==> config.mk <==
export PLATFORM = sky130hd
export DESIGN_NAME = flopr_pipe
export DESIGN_NICKNAME = d
export VERILOG_FILES = /design/src/rtl/flopr_pipe_pkg.sv /design/src/rtl/flopr_pipe_flopenr_n.sv /design/src/rtl/flopr_pipe.sv
export SDC_FILE = /design/constraint.sdc
export NUM_CORES = 1
export LEC_CHECK = 0
export BUFFER_PORTS_ARGS = -buffer_cell sky130_fd_sc_hd__buf_2
export CAP_MARGIN = 20
export CORE_MARGIN = 5
export CORE_UTILIZATION = 52
export CTS_CLUSTER_DIAMETER = 30
export DETAILED_ROUTE_END_ITERATION = 8
export HOLD_SLACK_MARGIN = 0.1
export PLACE_DENSITY_LB_ADDON = 0.1
export REMOVE_ABC_BUFFERS = 1
export SETUP_SLACK_MARGIN = 0.4
export SKIP_CTS_REPAIR_TIMING = 1
export SLEW_MARGIN = 20
export SYNTH_ARGS = -nofsm -noshare
export SYNTH_HDL_FRONTEND = slang
export SYNTH_HIERARCHICAL = 1
export SYNTH_SLANG_ARGS = --single-unit
==> constraint.sdc <==
create_clock -name clk -period 2 [get_ports clk]
set_input_delay 0.3 -clock clk [delete_from_list [all_inputs] [get_ports clk]]
set_output_delay 0.3 -clock clk [all_outputs]
set_load 0.05 [all_outputs]
==> src/rtl/flopr_pipe_pkg.sv <==
// flopr_pipe_pkg: shared datapath width and count-width helper for the flopr_pipe slice.
package flopr_pipe_pkg;
    localparam int DEFAULT_WIDTH = 8;
    function automatic int count_w(input int depth);
        return $clog2(depth + 1);
    endfunction
endpackage

==> src/rtl/flopr_pipe_flopenr_n.sv <==
// flopenr_n: one pipeline stage, an enabled data register plus a clearable valid bit.
module flopenr_n
    import flopr_pipe_pkg::*;
#(
    parameter int WIDTH = DEFAULT_WIDTH,
    parameter logic [WIDTH-1:0] RESET_VAL = '0
) (
    input  logic             clk,
    input  logic             reset,
    input  logic             en,
    input  logic             clr,
    input  logic             in_valid,
    input  logic [WIDTH-1:0] in_data,
    output logic             out_valid,
    output logic [WIDTH-1:0] out_data
);
    logic             valid_d, valid_q;
    logic [WIDTH-1:0] data_d, data_q;
    // Bubbles clear valid but keep the old payload so data only toggles on real items.
    always_comb begin
        valid_d = clr ? 1'b0 : (en ? in_valid : valid_q);
        data_d  = (en && !clr && in_valid) ? in_data : data_q;
    end
    always_ff @(posedge clk) begin
        if (!reset) begin
            valid_q <= 1'b0;
            data_q  <= RESET_VAL;
        end else begin
            valid_q <= valid_d;
            data_q  <= data_d;
        end
    end
    assign out_valid = valid_q;
    assign out_data  = data_q;
endmodule

==> src/rtl/flopr_pipe.sv <==
// flopr_pipe: DEPTH-stage valid/ready register pipeline with flush, bubble collapsing
// and a synchronous active-low reset.
module flopr_pipe
    import flopr_pipe_pkg::*;
#(
    parameter int WIDTH = DEFAULT_WIDTH,
    parameter int DEPTH = 2,
    parameter logic [WIDTH-1:0] RESET_VAL = '0
) (
    input  logic                      clk,
    input  logic                      reset,
    input  logic                      flush,
    input  logic                      in_valid,
    input  logic [WIDTH-1:0]          in_data,
    output logic                      in_ready,
    output logic                      out_valid,
    output logic [WIDTH-1:0]          out_data,
    input  logic                      out_ready,
    output logic [count_w(DEPTH)-1:0] count
);
    localparam int CW = count_w(DEPTH);
    logic [DEPTH:0]   ready;
    logic [DEPTH-1:0] valid;
    logic [WIDTH-1:0] data [DEPTH];
    logic             take;
    // Ready ripples back from the output; an empty stage is always ready.
    always_comb begin
        ready[DEPTH] = out_ready;
        for (int k = DEPTH - 1; k >= 0; k--) ready[k] = !valid[k] || ready[k+1];
    end
    always_comb begin
        count = '0;
        for (int k = 0; k < DEPTH; k++) count = count + CW'(valid[k]);
    end
    assign in_ready  = ready[0] && !flush;
    assign take      = in_valid && in_ready;
    assign out_valid = valid[DEPTH-1] && !flush;
    assign out_data  = data[DEPTH-1];
    genvar i;
    for (i = 0; i < DEPTH; i++) begin : g_stage
        logic             src_valid;
        logic [WIDTH-1:0] src_data;
        if (i == 0) begin : g_src
            assign src_valid = take;
            assign src_data  = in_data;
        end else begin : g_src
            assign src_valid = valid[i-1];
            assign src_data  = data[i-1];
        end
        flopenr_n #(.WIDTH(WIDTH), .RESET_VAL(RESET_VAL)) u_stage (
            .clk      (clk),
            .reset    (reset),
            .en       (ready[i]),
            .clr      (flush),
            .in_valid (src_valid),
            .in_data  (src_data),
            .out_valid(valid[i]),
            .out_data (data[i])
        );
    end
endmodule

==> results by group <==
Timing
  – Fin crit period: 1.50 ns
  – Max Slew Vio Count: 0
  – Final setup margin: 0.497 ns
  – RSZ-0062 raised after global routing: no
  – Crit share post-route: 75.1%
  – Worst-Margin Slew: 0.509 ns
  – Setup_tns: 0 ns
  – Worst Skew: 0.00323 ns
  – Hold_ws: 0.248 ns
  – Hold Vio Cnt, Final: 0
  – Maximum clock frequency: 0.665 GHz
  – Final setup vio count: 0
  – Slew margin rel.: 66.0%

Critical path
  – CP arrival: 1.20 ns
  – Launch point of the worst reg-to-reg path: g_stage[1].u_stage/out_valid
  – WP buf/inv: 1
  – Slowest CP cell: dfxtp_1
  – Logic depth of the worst setup path including buffers: 3
  – Capturing point of the worst reg2reg path: g_stage[0].u_stage/out_data[5]
  – Worst Setup SP: g_stage[1].u_stage/out_valid
  – Slowest stage delay, CP: 0.35 ns
  – Reg2reg setup slack: 0.59 ns
  – Crit-path max FO: 5
  – Worst setup SP type: flop
  – Worst setup EP type: output pin
  – Crit path to: in_ready
  – WS Path Type: flop to output pin
  – R2R cell count: 4
  – Worst path required time: 1.70 ns
  – Crit path max-delay family: flip-flops
  – CP Cell Sequence: and3b_1 > nor2_1 > buf_2

Drt
  – Drt pass-1 iters: 3
  – Drt via density: 5.01
  – DRT Wirelength: 1.36 mm
  – Post-DRT Antenna Nets: 0
  – Number of DRC markers in iteration 0: 7
  – DRC viols: 0
  – Drt wl/cell: 11.1 um
  – Total number of vias: 616

Floorplan
  – Die area: 2420 sq um
  – Row cnt: 14
  – Initial core utilization: 54.2%
  – Die span in x: 49.2 um
  – Core box area: 1470 sq um
  – I/O Pins: 25
  – Die height: 49.2 um

Power
  – Power per cell area: 694 nW/um^2
  – Pleak: 0.416 nW
  – Peak VDD IR: 510 uV

Synth
  – Post-synth top area share: 45.2%
  – Seq/Total Area, Yosys: 45.2%
  – Syn. warnings: 6
  – Syn Area/Cell: 9.38 sq um
  – Synthesis-stage register bit count: 18
  – Cell area after synthesis: 797 sq um
  – EDFF count, synth: 0
  – Yosys cell types: 14
  – Cell taking the most area after synthesis: dfxtp_1
  – Most used DFF post-synth: dfxtp_1
  – Cell count after synthesis: 85
  – FFs w/ async S/R, synth: 0%
  – Most frequent cells after synthesis: nand2_1 (32), dfxtp_1 (18), mux2i_1 (18), and3b_1 (3)
  – Synth top area cells: dfxtp_1 (45%), mux2i_1 (23%), nand2_1 (15%)
  – Most common cell in the synthesized netlist: nand2_1

Flow run
  – # Max-Cap Violations: 0

Placed design
  – I/O Buffers: 24
  – GP Congestion: 0.689
  – Final HPWL DP: 1.00 mm
  – Place WS: 0.404 ns

CTS
  – Worst skew pair latency: 0.28 ns
  – Reg clk slew, reported paths: 0.10 ns
  – CTS tree: yes
  – CTS buffer count: 3
  – # clock sinks: 18
  – CTS root buf: clkbuf_4
  – CTS max path bufs: 2
  – H-tree levels: 1

Cells and area
  – Layout cells sized above 1: 29.0%
  – Ant diodes: 0
  – Final nets: 122
  – Area grow syn2layout: 16.3%

GRT
  – Total congestion overflow: 0
  – Vias in the first global route: 563
  – Total track usage: 12.1%
  – Largest net degree at the start of global routing: 35
  – Initial antenna violation count: 0
  – First-pass GRT wire length: 2.34 mm

Status
  – Status: completed

Worst hold path
  – Tightest Hold Check Type: input port to flop
## worst min-delay path by stage
stage,startpoint,end,depth (start not counted)
after floorplan,flush,g_stage[0].u_stage/out_valid,1
after global placement,g_stage[1].u_stage/out_data[4],g_stage[1].u_stage/out_data[4],2
after detailed placement,g_stage[1].u_stage/out_data[4],g_stage[1].u_stage/out_data[4],2
after CTS,in_data[7],g_stage[0].u_stage/out_data[7],3
after global routing,in_data[1],g_stage[0].u_stage/out_data[1],3
final,in_data[7],g_stage[0].u_stage/out_data[7],3
## worst reg2reg max path: stages, from the launching register on
cell and delay (ns):
dfxtp_1 0.35, and3b_1 0.22, nor3b_2 0.18, and3b_2 0.37
mux2i_1 0.22
## per-stage QoR
step | util [%] | cells | total power, mW | cell area, sq um
6_report | 63.0 | 123 | 0.643 | 927
5_1_grt | 63.0 | 123 | 0.682 | 927
4_1_cts | 62.9 | 123 | 0.652 | 926
3_5_place_dp | 60.5 | 119 | 0.432 | 890
3_3_place_gp | 60.5 | 119 | 0.431 | 890
2_1_floorplan | - | 79 | 0.406 | 749
## cell families after synthesis
kind of cell | synth area share, %
adder cells (fa/ha/maj) | 1.57
AND/OR/NAND/NOR | 24.2
buffers and inverters | 6.44
multiplexers | 22.6
flip-flops | 45.2
## where the power goes
part	switching (mW)	internal (mW)	leakage (nW)	total, mW
combinational	0.0327	0.0222	0.249	0.0550
sequential	0.00341	0.365	0.146	0.368
clock	0.109	0.111	0.0210	0.220
## layout by cell type, fill, tap and decap left out, types with 2 or more instances in the layout
cell / count
and3b_1: 2
buf_2: 24
clkbuf_4: 3
dfxtp_1: 18
mux2i_1: 18
nand2_1: 32
nor3b_1: 2
## flip-flops by register name, indices dropped and copies added (netlist names)
name                       flops
g_stage.u_stage/out_data      16
g_stage.u_stage/out_valid      2
## metal layers
layer | vias to the layer above | track usage (%) | share of wire (%)
li1 | 322 | - | -
met1 | 278 | 15.5 | 46
met2 | 14 | 19.3 | 48
met3 | 2 | 3.06 | 5.7
met4 | 0 | 4.04 | 0.74
met5 | - | 0 | 0
## final cells by class
cell class                 instances  area [sq um]
inverter                           1          3.75
sequential                        18           360
timing repair buffer              24           120
fill                             145           544
clock buffer                       4          36.3
multi-input combinational         60           387
tap                               16          20.0
(Power assumes the default switching activity.)
